==> src/rtl/button_pkg.sv <==
// rtl/button_pkg.sv - shared constants and types for the button conditioner
//
// Purpose : default timing constants, channel-count limit and the per-channel
//           status bundle passed from btn_channel up to button_conditioner.
// Ports   : none (package).

package button_pkg;

  localparam int N_BTN_MAX           = 16;
  localparam int DEBOUNCE_CYCLES_DEF = 250000;
  localparam int HOLD_CYCLES_DEF     = 50000000;

  // Registered outputs of one button channel.
  typedef struct packed {
    logic level;
    logic rise;
    logic fall;
    logic toggle;
    logic long_press;
  } btn_status_t;

endpackage

==> src/rtl/btn_channel.sv <==
// rtl/btn_channel.sv - one button channel: sync, debounce, edges, toggle, long press
//
// Purpose : conditions a single raw button input.
// Ports   : mclk     in   clock, all state on rising edge
//           reset_n  in   asynchronous active-low reset
//           btn      in   raw asynchronous button level, active-high
//           clr      in   synchronous clear of toggle/hold/pulse state
//           status   out  level, rise, fall, toggle, long_press (all registered)

module btn_channel
  import button_pkg::*;
#(
  parameter int DEBOUNCE_CYCLES = DEBOUNCE_CYCLES_DEF,
  parameter int HOLD_CYCLES     = HOLD_CYCLES_DEF,
  parameter bit TOGGLE_EN       = 1'b1
) (
  input  logic        mclk,
  input  logic        reset_n,
  input  logic        btn,
  input  logic        clr,
  output btn_status_t status
);

  localparam int DW = $clog2(DEBOUNCE_CYCLES + 1);
  localparam int HW = $clog2(HOLD_CYCLES + 1);

  localparam logic [DW-1:0] DB_LAST   = DW'(DEBOUNCE_CYCLES - 1);
  localparam logic [HW-1:0] HOLD_MAX  = HW'(HOLD_CYCLES);
  localparam logic [HW-1:0] HOLD_LAST = HW'(HOLD_CYCLES - 1);

  logic          meta;
  logic          sync;
  logic [DW-1:0] db_cnt;
  logic          level_q;
  logic          rise_q;
  logic          fall_q;
  logic          toggle_q;
  logic          long_press_q;
  logic [HW-1:0] hold_cnt;
  logic          flip;

  // The debounced level changes on the edge where the input has already
  // disagreed for DEBOUNCE_CYCLES-1 counted cycles and still disagrees.
  assign flip = (sync != level_q) && (db_cnt == DB_LAST);

  always_ff @(posedge mclk or negedge reset_n) begin
    if (!reset_n) begin
      meta         <= 1'b0;
      sync         <= 1'b0;
      db_cnt       <= '0;
      level_q      <= 1'b0;
      rise_q       <= 1'b0;
      fall_q       <= 1'b0;
      toggle_q     <= 1'b0;
      long_press_q <= 1'b0;
      hold_cnt     <= '0;
    end else begin
      meta <= btn;
      sync <= meta;

      // Debounce path ignores clr: level must keep tracking the button.
      if (sync == level_q) begin
        db_cnt <= '0;
      end else if (flip) begin
        db_cnt  <= '0;
        level_q <= ~level_q;
      end else begin
        db_cnt <= db_cnt + 1'b1;
      end

      if (clr) begin
        rise_q       <= 1'b0;
        fall_q       <= 1'b0;
        toggle_q     <= 1'b0;
        hold_cnt     <= '0;
        long_press_q <= 1'b0;
      end else begin
        // Pulses land together with the new level value.
        rise_q <= flip & ~level_q;
        fall_q <= flip &  level_q;

        // Toggle follows the registered rise, so a rise swallowed by clr
        // never reaches it and is not replayed later.
        toggle_q <= TOGGLE_EN ? (toggle_q ^ rise_q) : 1'b0;

        // Saturating hold counter: the pulse fires only on the step into
        // HOLD_CYCLES, giving one long_press per press.
        if (!level_q) begin
          hold_cnt     <= '0;
          long_press_q <= 1'b0;
        end else if (hold_cnt != HOLD_MAX) begin
          hold_cnt     <= hold_cnt + 1'b1;
          long_press_q <= (hold_cnt == HOLD_LAST);
        end else begin
          long_press_q <= 1'b0;
        end
      end
    end
  end

  assign status.level      = level_q;
  assign status.rise       = rise_q;
  assign status.fall       = fall_q;
  assign status.toggle     = toggle_q;
  assign status.long_press = long_press_q;

endmodule

==> src/rtl/button_conditioner.sv <==
// rtl/button_conditioner.sv - N independent debounced button channels
//
// Purpose : top level; instantiates one btn_channel per button.
// Ports   : mclk        in   clock
//           reset_n     in   asynchronous active-low reset
//           btn         in   raw button levels [N_BTN]
//           clr         in   synchronous clear, active-high
//           level       out  debounced levels
//           rise        out  one-cycle pulse on debounced 0->1
//           fall        out  one-cycle pulse on debounced 1->0
//           toggle      out  run/stop state (masked by TOGGLE_MASK)
//           long_press  out  one-cycle pulse when a hold reaches HOLD_CYCLES

module button_conditioner
  import button_pkg::*;
#(
  parameter int               N_BTN           = 4,
  parameter int               DEBOUNCE_CYCLES = DEBOUNCE_CYCLES_DEF,
  parameter int               HOLD_CYCLES     = HOLD_CYCLES_DEF,
  parameter logic [N_BTN-1:0] TOGGLE_MASK     = '1
) (
  input  logic             mclk,
  input  logic             reset_n,
  input  logic [N_BTN-1:0] btn,
  input  logic             clr,
  output logic [N_BTN-1:0] level,
  output logic [N_BTN-1:0] rise,
  output logic [N_BTN-1:0] fall,
  output logic [N_BTN-1:0] toggle,
  output logic [N_BTN-1:0] long_press
);

  if (N_BTN < 1 || N_BTN > N_BTN_MAX) begin : g_bad_n_btn
    $error("button_conditioner: N_BTN out of range");
  end

  for (genvar i = 0; i < N_BTN; i++) begin : g_ch
    btn_status_t st;

    btn_channel #(
      .DEBOUNCE_CYCLES (DEBOUNCE_CYCLES),
      .HOLD_CYCLES     (HOLD_CYCLES),
      .TOGGLE_EN       (TOGGLE_MASK[i])
    ) u_ch (
      .mclk    (mclk),
      .reset_n (reset_n),
      .btn     (btn[i]),
      .clr     (clr),
      .status  (st)
    );

    assign level[i]      = st.level;
    assign rise[i]       = st.rise;
    assign fall[i]       = st.fall;
    assign toggle[i]     = st.toggle;
    assign long_press[i] = st.long_press;
  end

endmodule

==> config.mk <==
export PLATFORM = sky130hd
export DESIGN_NAME = button_conditioner
export DESIGN_NICKNAME = d
export VERILOG_FILES = /design/src/rtl/button_pkg.sv /design/src/rtl/btn_channel.sv /design/src/rtl/button_conditioner.sv
export SDC_FILE = /design/constraint.sdc
export NUM_CORES = 1
export LEC_CHECK = 0
export ABC_AREA = 1
export CAP_MARGIN = 25
export CORE_ASPECT_RATIO = 2
export CORE_MARGIN = 4
export CORE_UTILIZATION = 50
export CTS_BUF_LIST = sky130_fd_sc_hd__clkbuf_8
export CTS_CLUSTER_DIAMETER = 120
export CTS_CLUSTER_SIZE = 40
export DETAILED_ROUTE_END_ITERATION = 8
export HOLD_SLACK_MARGIN = 0.1
export MAX_ROUTING_LAYER = met4
export PLACE_DENSITY = 0.72
export SLEW_MARGIN = 20
export SYNTH_ARGS = -nofsm -noshare
export SYNTH_HDL_FRONTEND = slang
export SYNTH_SLANG_ARGS = --single-unit
==> constraint.sdc <==
create_clock -name mclk -period 1.43 [get_ports mclk]
set_input_delay 0.286 -clock mclk [delete_from_list [all_inputs] [get_ports mclk]]
set_output_delay 0.286 -clock mclk [all_outputs]
set_load 0.02 [all_outputs]
==> summary.txt, run 1 <==
Status
  • Failing checks: negative setup slack
  • Status: finished with violations

Timing
  • Fin crit period: 1.52 ns
  • Slew Viols, Final: 0
  • Hold Slack: 0.122 ns
  • Crit path setup slack, layout: -0.0871 ns
  • RSZ-0062 raised after global routing: true
  • # setup viols final: 31
  • Max transition margin: 73.1%
  • Fmax: 659 MHz
  • Tightest Pin Transition: 0.401 ns
  • Hold Vio Cnt, Final: 0
  • Final setup skew: 0.102 ns
  • Tcrit/Tclk final: 106%

Setup path
  • Worst R2R Path Depth: 8
  • CP Launch Type: register
  • Reg2Reg Capture Point: g_ch[0].u_ch.db_cnt[16]$_DFF_PN0_
  • Critical Path Max Stage Delay: 0.42 ns
  • CP Depth: 8
  • Setup crit end kind: register
  • CP required: 1.89 ns
  • Reg2reg start: g_ch[0].u_ch.db_cnt[1]$_DFF_PN0_
  • Crit-path most repeated cell: nor2_1
  • Buffers & Inverters on Critical Path: 1
  • CP arrival: 1.98 ns
  • Worst-path maximum fanout: 5
  • Crit-path cells: ha_2 -> nand3_4 -> inv_6 -> nand2_4 -> nor2_4 -> nand4_1 -> nor2_1 -> nor2_1
  • CP Class: register to register
  • Crit path max-delay family: simple AND/OR/NAND/NOR gates
  • Internal reg-to-reg setup slack: -0.09 ns
  • CP max stage cell: dfrtp_1

Synth
  • Cell Area, Synth: 11,900 sq um
  • Synth warn: 0
  • Most frequent cell after synthesis: nand2_1
  • Share of Yosys cell area claimed by the top area cell type: 43.0%
  • Library cells used by synthesis: 42
  • FFs w/ async S/R, synth: 100%
  • Syn_nets: 1,686
  • Syn Inst Count: 1,663
  • Post-synth top cells: 436 x nand2_1, 391 x nor2_1, 204 x dfrtp_1, 188 x inv_1, 104 x nand3_1
  • Synth Flop Type: dfrtp_1
  • Post-synth EDFFs: 0
  • Sequential fraction of the synthesis area: 43.0%
  • Syn Area/Cell: 7.14 sq um
  • Synth area leader: dfrtp_1
  • Dominant cells by area after synthesis: dfrtp_1 43%, nand2_1 14%, nor2_1 12%
  • Seq cells post-synth: 204

Global routing
  • Met3 usage: 1.61%
  • Number of global-route vias before repair: 11.5k
  • Grt total ovfl: 0
  • GRT busiest layer: met2
  • GR Util met2: 47.3%
  • Gr usage total: 24.6%
  • Initial antenna violation count: 0
  • Grt met1 use: 23.7%
  • First-pass GRT wire length: 51,300 microns
  • Largest net degree at the start of global routing: 46

Drt
  • Vias post-DR: 11.4k
  • # DRC: 0
  • Via/cell ratio: 5.23
  • DRT Wirelength: 32,400 microns
  • Post-route ant nets: 0
  • Pre-antenna DRT Iters: 5
  • Drt first-iter violations: 572
  • Avg WL per Cell: 14.9 microns

Die
  • I/O pins: 27
  • Starting density of the core: 50.9%
  • CORE AREA: 23,300 sq um
  • Die ar.: 26,400 sq um
  • Chip Height: 226 microns
  • Row count: 79
  • Chip Width: 117 microns

Power and ir drop
  • Pwr/cell area: 571 nW/um^2
  • Peak supply drop: 0.668 mV
  • Lkg Pwr: 6.64 nW

Placed design
  • Final HPWL DP: 23,700 microns
  • RePlAce Congestion: 1.00
  • Pre-CTS WS: -0.280 ns
  • Port Buffers: 26

Min path
  • HP Start: btn[3]
  • Worst Hold Class: input pin to register
  • Worst hold stages: 1
  • Hold EP: g_ch[3].u_ch.meta$_DFF_PN0_

Layout
  • Final-stage net count: 1,914
  • Diode count: 0
  • Final core occ: 65.9%
  • Layout cells sized above 1: 30.4%
  • Area Growth Syn to Fin: 29.4%
  • Fill cells: 1,954

Clocking
  • CTS buffer count: 9
  • CTS H-tree depth: 1
  • Clock Sinks: 204
  • Clk_lat worst skew: 0.56 ns
  • Root Buffer: clkbuf_8
  • Clock transition at path regs: 0.24 ns
  • CTS tree: done
  • Longest Clk Path Bufs: 3

Run
  • Max-Cap Viols: 0
==> registers in the layout (all words and copies together), names as in the netlist <==
| signal | cells |
|---|---|
| g_ch.u_ch.fall_q | 4 |
| g_ch.u_ch.rise_q | 4 |
| g_ch.u_ch.long_press_q | 4 |
| g_ch.u_ch.level_q | 4 |
| g_ch.u_ch.db_cnt | 72 |
| g_ch.u_ch.toggle_q | 4 |
| g_ch.u_ch.sync | 4 |
| g_ch.u_ch.hold_cnt | 104 |
| g_ch.u_ch.meta | 4 |
==> power by group <==
| group | internal [W] | total, W | switching, W | leakage [nW] |
|---|---|---|---|---|
| Sequential | 0.00582 | 0.00586 | 0.0000381 | 2.77 |
| Combinational | 0.000192 | 0.000464 | 0.000271 | 3.79 |
| Clock | 0.000622 | 0.00245 | 0.00183 | 0.0761 |
==> cells in the final DEF, fill, tap and decap left out, types with 27 or more instances in the layout <==
master | Yosys | final
dfrtp_1 | 204 | 172
dfrtp_2 | 0 | 32
nand2_1 | 436 | 383
nand4_1 | 27 | 27
buf_6 | 2 | 49
nand3_1 | 104 | 89
inv_2 | 18 | 30
a21oi_1 | 40 | 39
buf_4 | 22 | 182
nor2_4 | 14 | 42
nor2_2 | 14 | 68
inv_1 | 188 | 164
nand2_2 | 12 | 52
xor2_1 | 33 | 30
nor2_1 | 391 | 309
==> repair_timing <==
action                                  4_1_cts  5_1_grt
buffers inserted                             26       55
pin swaps                                    27       79
resized for setup                           192      286
endpoints found under the setup margin       92      176
hold endpoints to repair                    204        2
hold buffers                                  1        2
==> per-stage QoR <==
stage / total power [W] / area (sq um) / TNS [ns] / std cells
finish: 0.00877 / 15400 / -0.714 / 2173
global route: 0.00912 / 15400 / -5.18 / 2173
CTS: 0.00882 / 14000 / -0.752 / 2118
detailed placement: 0.00631 / 13400 / -15.18 / 2081
global placement: 0.00630 / 13400 / -12.66 / 2081
floorplan: 0.00605 / 11900 / 0 / 1663
==> layout make-up <==
type                    instances  area, sq um  share of cell area (%)
multi-input cells            1223         6750                    43.9
inverters                     206          808                    5.26
clock buffers                   9          124                   0.806
repair buffers                247         2150                    14.0
clock inverters                 1         30.0                   0.195
flip-flops and latches        204         5140                    33.5
well taps                     283          354                    2.30
==> worst max-delay path by stage <==
stage	slack, ns	to	start
finish	-0.09	g_ch[0].u_ch.db_cnt[16]$_DFF_PN0_	g_ch[0].u_ch.db_cnt[1]$_DFF_PN0_
detailed placement	-0.28	g_ch[2].u_ch.hold_cnt[7]$_DFFE_PN0P_	clr
floorplan	0.03	g_ch[3].u_ch.db_cnt[12]$_DFF_PN0_	g_ch[3].u_ch.db_cnt[0]$_DFF_PN0_
global placement	-0.28	g_ch[2].u_ch.hold_cnt[7]$_DFFE_PN0P_	clr
CTS	-0.09	level[0]	g_ch[0].u_ch.level_q$_DFFE_PN0P_
global route	-0.16	g_ch[0].u_ch.db_cnt[16]$_DFF_PN0_	g_ch[0].u_ch.db_cnt[1]$_DFF_PN0_
==> cell families after synthesis <==
logic type | share of synthesized area (%)
compound gates | 4.06
fa+ha+maj | 1.69
flops | 43.0
buf+inv | 8.33
simple gates | 38.7
xor+xnor | 4.20
==> routing by layer <==
metal  share of wire, %  wire length, microns
met5                  0                     0
met4                5.5                  1790
met2                 57                 18500
met1                 35                 11300
met3                2.4                   762
(Power assumes the default switching activity.)
==> run 2: changes to the inputs <==
--- a/config.mk
+++ b/config.mk
@@ -20,4 +20,5 @@
 export SLEW_MARGIN = 20
 export SYNTH_ARGS = -nofsm -noshare
 export SYNTH_HDL_FRONTEND = slang
+export SYNTH_HIERARCHICAL = 1
 export SYNTH_SLANG_ARGS = --single-unit
==> summary.txt, run 2 <==
Synth
  • Most frequent cell after synthesis: nand2_1
  • Synth Area in Simple Gates: 39.3% (+0.55 points)
  • Post-synth top cells: 372 x nand2_1, 368 x nor2_1, 204 x dfrtp_1, 164 x inv_1, 116 x nand3_1
  • Syn_nets: 1,659 (-1.6%)
  • Mux contribution to synthesized area: 0% (unchanged)
  • Combinational family with the most area after synthesis: simple AND/OR/NAND/NOR gates
  • Compound-Gate Fraction of Synth Area: 3.47% (-0.59 points)
  • Sequential fraction of the synthesis area: 42.6% (-0.39 points)
  • Synth Flop Type: dfrtp_1
  • Cell Area, Synth: 12,000 sq um (+0.93%)
  • Syn Area/Cell: 7.33 sq um (+2.6%)
  • Syn Inst Count: 1,636 (-1.6%)
  • Seq cells post-synth: 204 (unchanged)
  • Synth Area in Adders: 1.67% (-0.015 points)
  • Share of Yosys cell area claimed by the top area cell type: 42.6% (-0.39 points)
  • Synth area leader: dfrtp_1
  • Library cells used by synthesis: 30 (-29%)
  • Post-synthesis xor/xnor area fraction: 4.09% (-0.11 points)
  • Dominant cells by area after synthesis: dfrtp_1 43%, nand2_1 12%, nor2_1 12%
  • Post-synth EDFFs: 0 (unchanged)
  • Synth warn: 6 (+6)
  • FFs w/ async S/R, synth: 100% (unchanged)

Timing
  • Fmax: 669 MHz (+1.5%)
  • # setup viols final: 28 (-9.7%)
  • Tightest Pin Transition: 0.445 ns (+0.0446 ns)
  • Tcrit/Tclk final: 105% (-1.6 points)
  • Final setup skew: 0.0987 ns (-0.00358 ns)
  • Fin crit period: 1.49 ns (-0.0224 ns)
  • Slew Viols, Final: 0 (unchanged)
  • Hold Vio Cnt, Final: 0 (unchanged)
  • RSZ-0062 raised after global routing: true
  • Max transition margin: 70.3% (-2.8 points)
  • Crit path setup slack, layout: -0.0647 ns (+0.0224 ns)

Layout
  • Final core occ: 66.5% (+0.68 points)
  • Area Growth Syn to Fin: 30.1%
  • Fill cells: 1,839 (-5.9%)
  • Commonest cells after routing, fill and taps aside: 293 x nor2_1, 287 x nand2_1, 184 x buf_4
  • Final-stage net count: 1,877 (-1.9%)
  • FF+latch area: 5170 sq um (+0.41%)
  • Fin area: 15,600 sq um (+1.5%)
  • Max reg flops: 104 (unchanged)
  • Multi-input gate area: 6990 sq um (+3.5%)
  • Layout cells sized above 1: 35.7% (+5.4 points)
  • Non-Filler Instances: 2,137 (-1.7%)
  • Biggest register: g_ch.u_ch/hold_cnt
  • Most common cell after layout, fill and taps aside: nor2_1
  • Biggest regs: g_ch.u_ch/hold_cnt (104), g_ch.u_ch/db_cnt (72)

Drt
  • Avg WL per Cell: 15.0 microns (+0.89%)
  • # DRC: 0 (unchanged)
  • DRT Wirelength: 32,100 microns (-0.78%)
  • Post-route ant nets: 0 (unchanged)
  • Pre-antenna DRT Iters: 7 (+2)
  • Vias post-DR: 11.4k (-0.11%)
  • Drt first-iter violations: 619 (+8.2%)
  • Via/cell ratio: 5.31 (+1.6%)

Clocking
  • Clock transition at path regs: 0.22 ns (-0.02 ns)
  • CTS tree: done
  • Clock Sinks: 204 (unchanged)
  • CTS buffer count: 9 (unchanged)
  • Longest Clk Path Bufs: 3 (unchanged)
  • Clk_lat worst skew: 0.55 ns (about the same)
  • CTS H-tree depth: 1 (unchanged)
  • Root Buffer: clkbuf_8

Placed design
  • DP Area: 13,000 sq um (-2.9%)
  • Placed Instances: 1,992 (-4.3%)
  • Final HPWL DP: 21,800 microns (-7.7%)
  • Pre-CTS WS: -0.0756 ns (+0.205 ns)
  • RePlAce Congestion: 1.01 (+1.2%)
  • Port Buffers: 26 (unchanged)

Setup path
  • CP arrival: 1.85 ns (-0.13 ns)
  • Setup crit end kind: register
  • Reg2Reg Capture Point: g_ch[0].u_ch/db_cnt[3]$_DFF_PN0_
  • CP startpoint: g_ch[0].u_ch/db_cnt[0]$_DFF_PN0_
  • CP endpoint: g_ch[0].u_ch/db_cnt[3]$_DFF_PN0_
  • CP max stage cell: dfrtp_1
  • Critical Path Max Stage Delay: 0.45 ns (+0.03 ns)
  • Worst R2R Path Depth: 9 (+1)
  • CP required: 1.78 ns (-0.11 ns)
  • Internal reg-to-reg setup slack: -0.06 ns (+0.02 ns)
  • Worst-path maximum fanout: 5 (unchanged)
  • CP Class: register to register
  • Reg2reg start: g_ch[0].u_ch/db_cnt[0]$_DFF_PN0_
  • Crit-path cells: ha_4 -> nand3_4 -> inv_4 -> nand2_4 -> nor2_2 -> nand2_2 -> nand2_4 -> buf_12 -> nor2_2
  • CP Launch Type: register

Die
  • Chip Height: 227 microns (+0.45%)
  • CORE AREA: 23,400 sq um (+0.42%)
  • Die ar.: 26,700 sq um (+0.88%)
  • I/O pins: 27 (unchanged)
  • Chip Width: 117 microns (+0.43%)
  • Row count: 79 (unchanged)
  • Starting density of the core: 51.2% (+0.26 points)

Global routing
  • Grt met1 use: 21.7% (-2.0 points)
  • Gr usage total: 22.4% (-2.2 points)
  • Number of global-route vias before repair: 10.7k (-7.1%)
  • GR Util met2: 44.7% (-2.7 points)
  • GRT busiest layer: met2
  • Grt total ovfl: 0 (unchanged)
  • Largest net degree at the start of global routing: 44 (-4.3%)
  • Met3 usage: 1.57% (-0.043 points)
  • First-pass GRT wire length: 48,500 microns (-5.4%)
  • Initial antenna violation count: 1 (+1)

Status
  • Status: finished with violations
  • Failing checks: negative setup slack

Run
  • Max-Cap Viols: 0 (unchanged)

Min path
  • Worst Hold Class: input pin to register

Power and ir drop
  • Lkg Pwr: 6.39 nW (-3.8%)
  • Peak supply drop: 0.635 mV (-5.0%)
  • Pwr/cell area: 559 nW/um^2 (-2.0%)
[run 2: changes by cell type in the layout (fill, tap and decap cells not counted), sizes merged, moves of 4 or more]
cell,before,now
nor2,419,424
nand2,449,392
and2,4,0
or2,0,4
nor3b,4,0
xor2,33,28
nand3b,3,8
nand4,27,40
nand3,116,120
xnor2,24,28
nor3,37,48
[run 2: repair_timing]
| action | 4_1_cts | 5_1_grt |
|---|---|---|
| hold endpoints to repair | 204 | 1 |
| hold buffers | 1 | 1 |
| cloned | 0 | 0 |
| resized for setup | 152 | 374 |
| endpoints found under the setup margin | 91 | 166 |
| setup buffers | 40 | 93 |
| pin swaps | 13 | 119 |
[run 2: critical path: cells and delay by family, from the launching register on]
kind	cells	cell delay [ns]
buf+inv	2	0.21
simple gates	6	0.48
fa+ha+maj	1	0.17
flops	1	0.45
[run 2: worst min-delay path by stage]
| stage | start | to | slack (ns) | cells past startpoint |
|---|---|---|---|---|
| 2_1_floorplan | reset_n | g_ch[0].u_ch/db_cnt[0]$_DFF_PN0_ | -0.01 | 0 |
| 3_3_place_gp | reset_n | g_ch[0].u_ch/hold_cnt[24]$_DFFE_PN0P_ | 0.19 | 1 |
| 3_5_place_dp | reset_n | g_ch[0].u_ch/hold_cnt[24]$_DFFE_PN0P_ | 0.20 | 1 |
| 4_1_cts | btn[2] | g_ch[2].u_ch/meta$_DFF_PN0_ | 0.11 | 1 |
| 5_1_grt | btn[3] | g_ch[3].u_ch/meta$_DFF_PN0_ | 0.11 | 1 |
| 6_report | btn[3] | g_ch[3].u_ch/meta$_DFF_PN0_ | 0.16 | 1 |
[run 2: cells by family after synthesis]
group	count (synthesis)
compound gates	80
flops	204
fa+ha+maj	16
simple gates	1040
xor+xnor	56
buf+inv	240
[run 2: where the power goes]
part	internal (W)	total, W	switching, W
Combinational	0.000191	0.000474	0.000283
Clock	0.000622	0.00239	0.00177
Sequential	0.00582	0.00586	0.0000405
Total	0.00663	0.00872	0.00209
[run 2: layout make-up]
cell class	count	share of cell area, %
inverters	204	5.27
diodes	1	0.0161
flip-flops and latches	204	33.1
repair buffers	243	13.5
well taps	283	2.27
clock buffers	9	0.795
multi-input cells	1192	44.8
clock inverters	1	0.193
[run 2: through the flow]
stage	hold WS [ns]	setup TNS (ns)	total power (W)
after floorplan	-0.00959	0	0.00605
after global placement	0.195	-0.143	0.00631
after detailed placement	0.196	-0.614	0.00632
after CTS	0.114	-0.787	0.00878
after global routing	0.113	-6.89	0.00910
final	0.156	-0.825	0.00872
[run 2: layer usage]
metal / vias up / part of all wire, %
li1: 5510 / -
met1: 5423 / 35
met2: 274 / 57
met3: 145 / 2.4
met4: 0 / 5.5
met5: - / 0
